$ cat config.mk
export PLATFORM = sky130hd
export DESIGN_NAME = cpu_run_controller
export DESIGN_NICKNAME = d
export VERILOG_FILES = /design/src/rtl/cpu_run_controller.sv
export SDC_FILE = /design/constraint.sdc
export NUM_CORES = 1
export LEC_CHECK = 0
export ABC_AREA = 1
export BUFFER_PORTS_ARGS = -buffer_cell sky130_fd_sc_hd__buf_2
export CAP_MARGIN = 25
export CORE_UTILIZATION = 45
export CTS_CLUSTER_DIAMETER = 80
export CTS_CLUSTER_SIZE = 30
export DETAILED_ROUTE_END_ITERATION = 6
export GPL_TIMING_DRIVEN = 0
export PLACE_DENSITY = 0.72
export SETUP_SLACK_MARGIN = 0.3
export SYNTH_ARGS = -nofsm -noshare
export SYNTH_HDL_FRONTEND = slang
export SYNTH_SLANG_ARGS = --single-unit
$ cat constraint.sdc
create_clock -name CLK -period 3 [get_ports CLK]
set_input_delay 0.6 -clock CLK [delete_from_list [all_inputs] [get_ports CLK]]
set_output_delay 0.6 -clock CLK [all_outputs]
set_load 0.005 [all_outputs]
$ cat src/rtl/cpu_run_controller.sv
// Run/check sequencer for the single-cycle core: pulses the core's reset at a start PC,
// runs until the PC leaves the program, captures MemtoRegOut and reports pass/fail/timeout.
module cpu_run_controller #(
   parameter int ADDR_W      = 64,
   parameter int DATA_W      = 64,
   parameter int HOLD_CYCLES = 1,
   parameter int WDOG_W      = 16
) (
   input  logic              CLK,
   input  logic              resetl,
   input  logic              start,
   input  logic [ADDR_W-1:0] start_pc,
   input  logic [ADDR_W-1:0] end_pc,
   input  logic [DATA_W-1:0] expected,
   output logic              cpu_reset,
   output logic [ADDR_W-1:0] cpu_startpc,
   input  logic [ADDR_W-1:0] cpu_currentpc,
   input  logic [DATA_W-1:0] cpu_memtoreg,
   output logic              busy,
   output logic              done,
   output logic [DATA_W-1:0] result,
   output logic              pass,
   output logic              timeout,
   output logic [WDOG_W-1:0] cycle_count
);

   localparam int HOLD_W = (HOLD_CYCLES > 1) ? $clog2(HOLD_CYCLES) : 1;
   localparam logic [HOLD_W-1:0] HOLD_LAST = HOLD_W'(HOLD_CYCLES - 1);
   // The edge that would bring the watchdog to all-ones is the one that ends the run.
   localparam logic [WDOG_W-1:0] WDOG_TRIP = {WDOG_W{1'b1}} - WDOG_W'(1);

   typedef enum logic [2:0] {
      S_IDLE,
      S_RST_HOLD,
      S_SYNC,
      S_RUN,
      S_FINISH
   } state_t;

   function automatic logic [WDOG_W-1:0] sat_inc(input logic [WDOG_W-1:0] v);
      return (v == {WDOG_W{1'b1}}) ? v : v + WDOG_W'(1);
   endfunction

   state_t              state_q, state_d;
   logic [HOLD_W-1:0]   hold_q, hold_d;
   logic [WDOG_W-1:0]   wdog_q, wdog_d;
   logic [ADDR_W-1:0]   start_pc_q, start_pc_d;
   logic [ADDR_W-1:0]   end_pc_q, end_pc_d;
   logic [DATA_W-1:0]   expected_q, expected_d;
   logic [DATA_W-1:0]   result_q, result_d;
   logic                pass_q, pass_d;
   logic                timeout_q, timeout_d;
   logic [WDOG_W-1:0]   cycle_q, cycle_d;

   always_ff @(posedge CLK or negedge resetl) begin
      if (!resetl) begin
         state_q    <= S_IDLE;
         hold_q     <= '0;
         wdog_q     <= '0;
         start_pc_q <= '0;
         end_pc_q   <= '0;
         expected_q <= '0;
         result_q   <= '0;
         pass_q     <= 1'b0;
         timeout_q  <= 1'b0;
         cycle_q    <= '0;
      end else begin
         state_q    <= state_d;
         hold_q     <= hold_d;
         wdog_q     <= wdog_d;
         start_pc_q <= start_pc_d;
         end_pc_q   <= end_pc_d;
         expected_q <= expected_d;
         result_q   <= result_d;
         pass_q     <= pass_d;
         timeout_q  <= timeout_d;
         cycle_q    <= cycle_d;
      end
   end

   always_comb begin
      state_d    = state_q;
      hold_d     = hold_q;
      wdog_d     = wdog_q;
      start_pc_d = start_pc_q;
      end_pc_d   = end_pc_q;
      expected_d = expected_q;
      result_d   = result_q;
      pass_d     = pass_q;
      timeout_d  = timeout_q;
      cycle_d    = cycle_q;

      case (state_q)
         S_IDLE: begin
            if (start) begin
               start_pc_d = start_pc;
               end_pc_d   = end_pc;
               expected_d = expected;
               result_d   = '0;
               pass_d     = 1'b0;
               timeout_d  = 1'b0;
               cycle_d    = '0;
               wdog_d     = '0;
               hold_d     = '0;
               state_d    = S_RST_HOLD;
            end
         end
         S_RST_HOLD: begin
            wdog_d = wdog_q + WDOG_W'(1);
            if (hold_q == HOLD_LAST) begin
               state_d = S_SYNC;
            end else begin
               hold_d = hold_q + HOLD_W'(1);
            end
         end
         S_SYNC: begin
            wdog_d = wdog_q + WDOG_W'(1);
            if (cpu_currentpc == start_pc_q) begin
               state_d = S_RUN;
            end
         end
         S_RUN: begin
            wdog_d = wdog_q + WDOG_W'(1);
            if (cpu_currentpc < end_pc_q) begin
               result_d = cpu_memtoreg;
               cycle_d  = sat_inc(cycle_q);
            end else begin
               pass_d  = (result_q == expected_q);
               state_d = S_FINISH;
            end
         end
         S_FINISH: begin
            state_d = S_IDLE;
         end
         default: begin
            state_d = S_IDLE;
         end
      endcase

      // Watchdog expiry wins over whatever the active state wanted to do this edge.
      if ((state_q inside {S_RST_HOLD, S_SYNC, S_RUN}) && (wdog_q == WDOG_TRIP)) begin
         state_d   = S_FINISH;
         timeout_d = 1'b1;
         pass_d    = 1'b0;
         result_d  = result_q;
         cycle_d   = cycle_q;
      end
   end

   // Core is held in reset whenever it is not being synchronised or run.
   assign cpu_reset   = (state_q != S_SYNC) && (state_q != S_RUN);
   assign cpu_startpc = start_pc_q;
   assign busy        = (state_q != S_IDLE);
   assign done        = (state_q == S_FINISH);
   assign result      = result_q;
   assign pass        = pass_q;
   assign timeout     = timeout_q;
   assign cycle_count = cycle_q;

endmodule
==> metrics.csv, run 1 <==
stage;metric;value;unit
sta;fin_skew;28.9;ps
grt;antenna_found_initial;11;
logic_synthesis;syn_area_per_cell;8.11;µm²
pwr;power.density;906;nW/µm²
layout;nets;2728;
sta;worst_slew_margin_rel;48.8;%
setup_path;reg2reg_to;result[10];
setup_path;reg2regPathDepth;16;
logic_synthesis;synth_seq_area_share;49.0;%
logic_synthesis;synth-edff-count;0;
logic_synthesis;yosys-top-cells-count;nand2_1 (685), dfrtp_1 (293), o21ai_1 (177), inv_1 (146), xnor2_1 (93);
routing;finalWirelength;48900;µm
placement;place_inst;2758;
layout;final_util;57.3;%
layout;stdcell_area;18700;µm²
layout;final_layout_size_suffix_gt1_share;24.1;%
clocking;cts_buffers;18;
run_status;status;completed;
sta;grt_setup_unrepaired;yes;
logic_synthesis;async_reset_ff_share;100;%
logic_synthesis;synth.cell_area;15000;µm²
routing;drc;0;
logic_synthesis;syn_nets;2232;
job;max-cap-violations;0;
placement;place_area;17900;µm²
sta;hold_viol;0;
clocking;holdBufCountCts;0;
grt;grt_overflow;0;
pwr;vdd_ir_drop_max;0.000458;V
floorplanning;die_x;184;µm
sta;slew_violations;0;
floorplanning;coreArea;32600;µm²
sta;min_period_over_period;85.9;%
floorplanning;die_area;34000;µm²
clocking;cts.htree.levels;1;
setup_path;startpoint_type;flop;
logic_synthesis;yosys_warnings;0;
grt;grt_pass1_wl;74400;µm
logic_synthesis;synth.largest_area_cell;dfrtp_1;
logic_synthesis;yosysMostFrequentCell;nand2_1;
routing;via_count;14300;
clocking;clkLatencyLatePin;530;ps
routing;ant_nets;0;
logic_synthesis;synthFlopType;dfrtp_1;
setup_path;cp_max_fo;10;
logic_synthesis;synth.distinct_cells;40;
logic_synthesis;synthCells;1843;
routing;drt_first_pass_iters;6;
layout;area.growth.synth_to_final;25.0;%
floorplanning;rows;66;
grt;grt_max_degree;107;
routing;vias_per_cell;5.11;
sta;fmax;388;MHz
clocking;clock-sinks;293;
sta;fin_crit;2580;ps
grt;grt_usage;28.3;%
setup_path;end_kind;flop;
logic_synthesis;ys_ff_latch;293;
floorplanning;io_pins;472;
clocking;clock_path_buffers;3;
floorplanning;die_y;184;µm
sta;setup_viol;0;
sta;tightest_slew;769;ps
setup_path;worstSetupPathType;flop to flop;
pwr;p_total;0.0169;W
placement;dpl.hpwl;38400;µm
logic_synthesis;synthDominantCellAreaShare;49.0;%
placement;portBuffers;471;
logic_synthesis;yosys-top-cells-area;dfrtp_1 (49%), nand2_1 (17%), o21ai_1 (5.9%);
clocking;clkSlewWorstSetupHoldPaths;100;ps
setup_path;worstPathRequired;3440;ps
placement;gp_congestion;0.952;
setup_path;critPathArrivalTime;3010;ps
pwr;leakagePower;9.63;nW
layout;finalNonFillerCells;2803;
setup_path;r2r_slack;420;ps
routing;wl_per_cell;17.4;µm
clocking;cts-root-buf;clkbuf_16;
routing;drt_iter0_markers;934;
grt;grt_pass1_vias;13500;
clocking;cts_tree;yes;
sta;holdWs;74.7;ps
worst_hold_path;min_path_type;primary input to async pin;
floorplanning;initial_core_util;45.8;%
setup_path;r2r-start;end_pc_q[62];
## stage by stage
step	worst slack, ps	TNS (ps)
after floorplan	462	0
after global placement	-4310	-1255090
after detailed placement	-218	-9330
after CTS	286	0
after global routing	265	0
final	424	0
## state kept, by name (all words and copies together), names as in the netlist
signal       cells
end_pc_q        64
state_q          3
expected_q      64
cpu_startpc     64
wdog_q          16
result          64
pass             1
timeout          1
cycle_count     16
## area by class of cell
class / count / area (µm²)
multi-input cells: 1319 / 6700
clock buffers: 21 / 503
inverters: 161 / 604
clock inverters: 11 / 145
repair buffers: 476 / 2440
flip-flops and latches: 293 / 7330
diodes: 10 / 25.0
fillers: 3035 / 13900
plain buffers: 70 / 385
well taps: 442 / 553
## power breakdown
part	switching (W)	total [W]	leakage, nW	internal [W]
logic	0.00451	0.00755	5.57	0.00304
clock network	0.00157	0.00289	0.319	0.00131
registers	0.00106	0.00651	3.74	0.00545
total	0.00715	0.0169	9.63	0.00980
## critical path, cell delays in order, from the launching register on
cell and delay [ps]:
dfrtp_1 340, inv_1 50, ha_1 280, nand2_1 60, inv_2 50, nand3_1 70
or2_1 290, nor3_2 200, and3_1 170, nand2_1 100, nand2_2 130, nand2_4 100
nand2_2 130, buf_12 170, buf_4 180, nand2_1 60, o21ai_1 80
## cell usage in the layout, fill, tap and decap left out, types with 6 or more instances in the layout
cell type / synthesis / routed
diode_2: 0 / 10
nand2_1: 685 / 684
nand4_1: 52 / 52
clkbuf_1: 50 / 42
xnor2_1: 93 / 93
dfrtp_1: 293 / 293
nor4_1: 6 / 6
inv_2: 14 / 14
clkbuf_2: 0 / 8
xor2_1: 8 / 8
buf_2: 7 / 472
or2_2: 11 / 11
inv_1: 146 / 146
ha_1: 66 / 66
nor2_1: 78 / 77
o21ai_0: 9 / 9
clkbuf_16: 0 / 19
buf_6: 8 / 12
nand3_1: 35 / 35
a21oi_1: 46 / 46
o21ai_1: 177 / 177
nor3_1: 23 / 21
## what timing repair did
item,4_1_cts,5_1_grt
pin swaps,1,1
buffers inserted,1,2
gates resized for setup,6,28
endpoints found under the setup margin,262,131
## layer usage
| layer | GRT usage (%) | part of all wire, % | vias up |
|---|---|---|---|
| met5 | 0 | 0 | - |
| met4 | 9.00 | 2.9 | 0 |
| met3 | 3.02 | 5.8 | 82 |
| met2 | 46.7 | 48 | 501 |
| met1 | 39.1 | 44 | 6865 |
| li1 | - | - | 6881 |
## worst max path at each step
stage / to / slack (ps) / startpoint
final: result[10] / 420 / end_pc_q[62]
after global routing: result[14] / 270 / end_pc_q[62]
after CTS: result[10] / 290 / end_pc_q[62]
after detailed placement: result[22] / -220 / cpu_currentpc[62]
after global placement: result[23] / -4310 / resetl
after floorplan: result[47] / 460 / cpu_currentpc[62]
## logic make-up (layout without fill, tap and decap cells)
group | count (synthesis) | after routing | synth area share, %
compound gates | 244 | 244 | 8.37
xor+xnor | 101 | 101 | 5.92
fa+ha+maj | 66 | 66 | 5.52
buf+inv | 231 | 739 | 6.28
flops | 293 | 293 | 49.0
other cells | 0 | 10 | 0
simple gates | 908 | 908 | 24.9
(Power assumes the default switching activity.)
==> inputs of run 2 (changes only) <==
--- a/config.mk
+++ b/config.mk
@@ -9,11 +9,11 @@
 export BUFFER_PORTS_ARGS = -buffer_cell sky130_fd_sc_hd__buf_2
 export CAP_MARGIN = 25
 export CORE_UTILIZATION = 45
-export CTS_CLUSTER_DIAMETER = 80
+export CTS_CLUSTER_DIAMETER = 150
 export CTS_CLUSTER_SIZE = 30
 export DETAILED_ROUTE_END_ITERATION = 6
 export GPL_TIMING_DRIVEN = 0
-export PLACE_DENSITY = 0.72
+export PLACE_DENSITY = 0.74
 export SETUP_SLACK_MARGIN = 0.3
 export SYNTH_ARGS = -nofsm -noshare
 export SYNTH_HDL_FRONTEND = slang
==> metrics.csv, run 2 (synthesis gave the netlist of run 1 again) <==
stage;metric;value;unit;change
run_status;status;completed;;
grt;grt_pass1_wl;74800;µm;+0.51%
grt;grt_max_degree;121;;+13%
layout;layout_commonest_cell;nand2_1;;
routing;drt_iter0_markers;1064;;+14%
layout;final_cell_mix;nand2_1 (684), buf_2 (472), dfrtp_1 (293), o21ai_1 (177), inv_1 (146);;
grt;antenna_found_initial;17;;+6
clocking;clkSlewWorstSetupHoldPaths;130;ps;+30 ps
floorplanning;initial_core_util;45.8;%;unchanged
job;max-cap-violations;0;;unchanged
sta;fin_skew;20.4;ps;-8.55 ps
routing;ant_nets;0;;unchanged
sta;fin_crit;2570;ps;-7.37 ps
floorplanning;io_pins;472;;unchanged
setup_path;crit_family;simple AND/OR/NAND/NOR gates;;
floorplanning;die_x;184;µm;unchanged
setup_path;critPathArrivalTime;3010;ps;about the same
setup_path;crit_slowest_cell;dfrtp_1;;
pwr;vdd_ir_drop_max;0.000376;V;-18%
floorplanning;rows;66;;unchanged
pwr;power.density;880;nW/µm²;-3.0%
placement;dpl.hpwl;38500;µm;+0.38%
floorplanning;die_y;184;µm;unchanged
sta;worst_slack;431;ps;+7.37 ps
setup_path;path_buf_inv;2;;-2
sta;hold_viol;0;;unchanged
routing;finalWirelength;49200;µm;+0.56%
clocking;holdBufCountCts;0;;unchanged
clocking;clock-sinks;293;;unchanged
routing;via_count;14400;;+0.46%
setup_path;crit_chain;inv_1 -> ha_1 -> a21oi_1 -> nor2_1 -> nor3_1 -> nand2_1 -> nand2_1 -> nand2_1 -> nand2_1 -> nand2_1 -> nand2_1 -> nand2_2 -> nand2_4 -> clkbuf_1 -> nand4_1 -> nand2_1;;
sta;tightest_slew;729;ps;-40.2 ps
setup_path;worstPathRequired;3440;ps;about the same
routing;vias_per_cell;5.16;;+0.93%
sta;grt_setup_unrepaired;yes;;
placement;dpl_worst_slack;-254;ps;-35.3 ps
routing;wl_per_cell;17.6;µm;+1.0%
floorplanning;die_area;34000;µm²;unchanged
worst_hold_path;min_path_type;primary input to async pin;;
floorplanning;coreArea;32600;µm²;unchanged
placement;portBuffers;471;;unchanged
setup_path;crit_top_cell;nand2_1;;
layout;final_util;56.4;%;-0.89 points
sta;fmax;389;MHz;+0.29%
routing;drt_first_pass_iters;5;;-1
clocking;clkLatencyLatePin;510;ps;-20 ps
placement;gp_congestion;0.961;;+1.0%
clocking;cts_tree;yes;;
grt;grt_pass1_vias;13700;;+1.4%
sta;worst_slew_margin_rel;51.4;%;+2.7 points
layout;area.growth.synth_to_final;23.1;%;
clocking;cts_buffers;13;;-5
sta;slew_violations;0;;unchanged
setup_path;worstSetupPathType;flop to flop;;
layout;final_layout_size_suffix_gt1_share;23.6;%;-0.50 points
routing;drc;0;;unchanged
placement;place_inst;2758;;unchanged
setup_path;startpoint_type;flop;;
setup_path;slowest_delay;380;ps;+40 ps
pwr;leakagePower;9.48;nW;-1.5%
grt;grt_usage;28.5;%;+0.18 points
layout;nets;2723;;-0.18%
sta;setup_viol;0;;unchanged
grt;grt_overflow;0;;unchanged
setup_path;end_kind;flop;;
setup_path;cp_max_fo;10;;unchanged
clocking;cts.htree.levels;1;;unchanged
clocking;clock_path_buffers;3;;unchanged
sta;min_period_over_period;85.6;%;-0.25 points
clocking;cts-root-buf;clkbuf_16;;
layout;fill_cells;3045;;+0.33%
layout;finalNonFillerCells;2790;;-0.46%
## run 2: changes by cell type in the layout (fill, tap and decap cells not counted), sizes merged
cell / change
diode: +5
clkinv: -2
clkbuf: -8
inv: -8
## run 2: final cells by class
| cell class | count | area [µm²] | area share (%) |
|---|---|---|---|
| flip-flops and latches | 293 | 7330 | 39.8 |
| multi-input cells | 1319 | 6710 | 36.4 |
| repair buffers | 476 | 2440 | 13.3 |
| inverters | 161 | 604 | 3.28 |
| well taps | 442 | 553 | 3.01 |
| plain buffers | 70 | 390 | 2.12 |
| clock buffers | 13 | 325 | 1.77 |
| diodes | 15 | 37.5 | 0.204 |
| clock inverters | 1 | 8.76 | 0.0476 |
## run 2: what timing repair did
item	in CTS	in global routing
buffers inserted	2	1
endpoints found under the setup margin	225	94
pin swaps	2	2
gates resized for setup	12	22
## run 2: report_power, final
group	total, W	leakage (nW)	internal (W)	switching, W
Clock	0.00208	0.165	0.000800	0.00128
Combinational	0.00760	5.57	0.00305	0.00455
Sequential	0.00651	3.74	0.00544	0.00106
## run 2: final timing paths
path | from | endpoint | slack [ps] | depth (start not counted)
max | end_pc_q[5] | cycle_count[7] | 430 | 16
min | resetl | end_pc_q[43] | 20 | 1
max reg2reg | end_pc_q[5] | cycle_count[7] | 430 | 16
min reg2reg | timeout | timeout | 500 | 2
max in group asynchronous | resetl | expected_q[32] | 2010 | 2
min in group CLK | start_pc[32] | cpu_startpc[32] | 280 | 3
## run 2: through the flow
step / setup TNS (ps) / hold WS (ps) / total power, W / area (µm²)
after floorplan: 0 / 304 / 0.0112 / 15000
after global placement: -1248050 / 459 / 0.0137 / 17900
after detailed placement: -11830 / 472 / 0.0140 / 17900
after CTS: 0 / 23.1 / 0.0161 / 18300
after global routing: 0 / 18.2 / 0.0175 / 18400
final: 0 / 18.6 / 0.0162 / 18400
## run 2: worst register-to-register path, delay by kind of cell (launching register included)
family | cells | cell delay [ps]
AND/OR/NAND/NOR | 12 | 1310
AO/OA/AOI/OAI | 1 | 140
buffers and inverters | 2 | 440
flip-flops | 1 | 380
adder cells (fa/ha/maj) | 1 | 240
## run 2: per-layer routing
metal  vias up  routed length [µm]  share of wire, %  global-route usage (%)
li1       6863                   -                 -                       -
met1      6898               21100                43                    38.9
met2       537               23500                48                    46.0
met3        93                2970               6.0                    3.85
met4         4                1540               3.1                    10.9
met5         -                  25             0.051                       0
==> inputs of run 3 (changes only) <==
--- a/config.mk
+++ b/config.mk
@@ -8,12 +8,13 @@
 export ABC_AREA = 1
 export BUFFER_PORTS_ARGS = -buffer_cell sky130_fd_sc_hd__buf_2
 export CAP_MARGIN = 25
-export CORE_UTILIZATION = 45
+export CORE_AREA = 2 2 183 185
 export CTS_CLUSTER_DIAMETER = 150
 export CTS_CLUSTER_SIZE = 30
 export DETAILED_ROUTE_END_ITERATION = 6
+export DIE_AREA = 0 0 185 187
 export GPL_TIMING_DRIVEN = 0
-export PLACE_DENSITY = 0.74
+export PLACE_DENSITY = 0.75
 export SETUP_SLACK_MARGIN = 0.3
 export SYNTH_ARGS = -nofsm -noshare
 export SYNTH_HDL_FRONTEND = slang
==> metrics.csv, run 3 (synthesis gave the netlist of run 1 again) <==
stage;metric;value;unit;change
run_status;status;completed;;
routing;wl_met3;3120;µm;+4.8%
layout;final_util;56.1;%;-0.32 points
routing;wl_per_cell;17.8;µm;+0.98%
setup_path;cp_max_fo;10;;unchanged
placement;dpl_worst_slack;-241;ps;+12.9 ps
setup_path;startpoint_type;flop;;
setup_path;worstSetupPathType;flop to flop;;
pwr;switchingPower;0.00692;W;+0.35%
sta;fmax;388;MHz;-0.46%
setup_path;critPathArrivalTime;3000;ps;about the same
sta;min_period_over_period;86.0;%;+0.40 points
pwr;leakagePower;9.48;nW;about the same
routing;via_count;14300;;-0.62%
routing;drt_first_pass_iters;5;;unchanged
placement;portBuffers;471;;unchanged
routing;ant_nets;0;;unchanged
floorplanning;io_pins;472;;unchanged
pwr;internal_power;0.00931;W;+0.25%
grt;antenna_found_initial;17;;unchanged
sta;slew_violations;0;;unchanged
pwr;clock_power_share;12.8;%;about the same
layout;layout_commonest_cell;nand2_1;;
routing;finalWirelength;49800;µm;+1.3%
floorplanning;die_area;34600;µm²;+1.9%
routing;maxUsedRoutingLayer;met5;;
pwr;seqPwrFrac;40.1;%;about the same
sta;tightest_slew;816;ps;+87.0 ps
routing;wl_met2;23700;µm;+0.92%
layout;nets;2726;;+0.11%
placement;dpl.hpwl;39200;µm;+1.8%
clocking;clkLatencyLatePin;510;ps;about the same
placement;place_area;17900;µm²;about the same
grt;grt_pass1_wl;76100;µm;+1.7%
sta;hold_viol;0;;unchanged
pwr;swShare;42.6;%;about the same
pwr;vdd_ir_drop_max;0.000467;V;+24%
layout;area.growth.synth_to_final;23.3;%;
routing;drt_iter0_markers;1056;;-0.75%
pwr;pwr-share-comb;47.1;%;+0.2 points
setup_path;end_kind;flop;;
clocking;clock-sinks;293;;unchanged
layout;fill_cells;3089;;+1.4%
floorplanning;rows;67;;+1.5%
sta;fin_crit;2580;ps;+12.0 ps
routing;vias_per_cell;5.11;;-0.90%
placement;gp_congestion;0.981;;+2.0%
floorplanning;die_y;187;µm;+1.5%
worst_hold_path;min_path_type;primary input to async pin;;
setup_path;r2r_slack;420;ps;about the same
clocking;cts-root-buf;clkbuf_16;;
floorplanning;coreArea;32900;µm²;+0.74%
sta;holdWs;36.5;ps;+17.9 ps
grt;grt_max_degree;109;;-9.9%
routing;drc;0;;unchanged
grt;grt_pass1_vias;13700;;-0.073%
job;max-cap-violations;0;;unchanged
sta;setup_viol;0;;unchanged
sta;finalSetupTns;0;ps;unchanged
clocking;cts_tree;yes;;
pwr;power.density;881;nW/µm²;+0.11%
sta;worst_slack;419;ps;-12.0 ps
layout;stdcell_area;18400;µm²;+0.18%
sta;grt_setup_unrepaired;yes;;
grt;grt_usage;28.2;%;-0.31 points
setup_path;worstPathRequired;3420;ps;-20 ps
clocking;cts.htree.levels;1;;unchanged
grt;grt_overflow;0;;unchanged
routing;wl_met1;21700;µm;+2.8%
sta;fin_skew;20.4;ps;+0.000500 ps
sta;worst_slew_margin_rel;45.6;%;-5.8 points
floorplanning;initial_core_util;45.5;%;-0.34 points
clocking;cts_buffers;13;;unchanged
clocking;clock_path_buffers;3;;unchanged
layout;final_layout_size_suffix_gt1_share;23.5;%;-0.12 points
layout;final_cell_mix;nand2_1 (684), buf_2 (472), dfrtp_1 (293), o21ai_1 (177), inv_1 (146);;
clocking;clkSlewWorstSetupHoldPaths;120;ps;about the same
floorplanning;die_x;185;µm;+0.39%
run 3: critical path: stages (launching register included):
cell and delay (ps):
dfrtp_1 360, inv_1 50, ha_1 290, nand2_1 60, inv_2 50, nand3_1 110, or2_4 300, nor3_2 170
and3_1 170, nand2_1 110, nand2_2 140, nand2_4 100, nand2_4 120, buf_12 160, buf_6 160, nand2_1 50
o21ai_1 80
run 3: what timing repair did:
| item | in CTS | in global routing |
|---|---|---|
| buffers inserted | 1 | 5 |
| setup endpoints to repair | 258 | 167 |
| hold buffers | 0 | 0 |
| pin swaps | 1 | 3 |
| resized for setup | 12 | 15 |
| cloned | 0 | 0 |
run 3: power groups by stage:
stage | clock [W] | sequential [W] | combinational [W]
floorplan | 0 | 0.00638 | 0.00483
detailed placement | 0 | 0.00658 | 0.00741
finish | 0.00208 | 0.00651 | 0.00764
global route | 0.00226 | 0.00667 | 0.00862
global placement | 0 | 0.00652 | 0.00714
CTS | 0.00213 | 0.00649 | 0.00751
run 3: cell type report:
type                       instances  area [µm²]  area share (%)
antenna                           14        35.0           0.190
buffer                            70         385            2.09
timing repair buffer             479        2470            13.4
clock buffer                      13         325            1.76
clock inverter                     1        8.76          0.0475
multi-input combinational       1319        6720            36.4
tap                              448         561            3.04
sequential                       293        7330            39.8
inverter                         161         604            3.28
run 3: through the flow:
step	cells	total power (W)
after floorplan	1843	0.0112
after global placement	2762	0.0137
after detailed placement	2764	0.0140
after CTS	2779	0.0161
after global routing	2797	0.0176
final	2798	0.0162
run 3: worst paths after layout:
kind / start / cells past startpoint / endpoint
min: resetl / 1 / cpu_startpc[45]
min in group CLK: start_pc[54] / 3 / cpu_startpc[54]
min reg2reg: expected_q[57] / 2 / expected_q[57]
max in group asynchronous: resetl / 3 / expected_q[41]
max reg2reg: end_pc_q[62] / 16 / result[11]
max: end_pc_q[62] / 16 / result[11]
run 3: layer usage:
| layer | track usage [%] | up-vias |
|---|---|---|
| li1 | - | 6867 |
| met1 | 39.6 | 6855 |
| met2 | 46.1 | 503 |
| met3 | 3.17 | 77 |
| met4 | 8.42 | 4 |
| met5 | 0 | - |
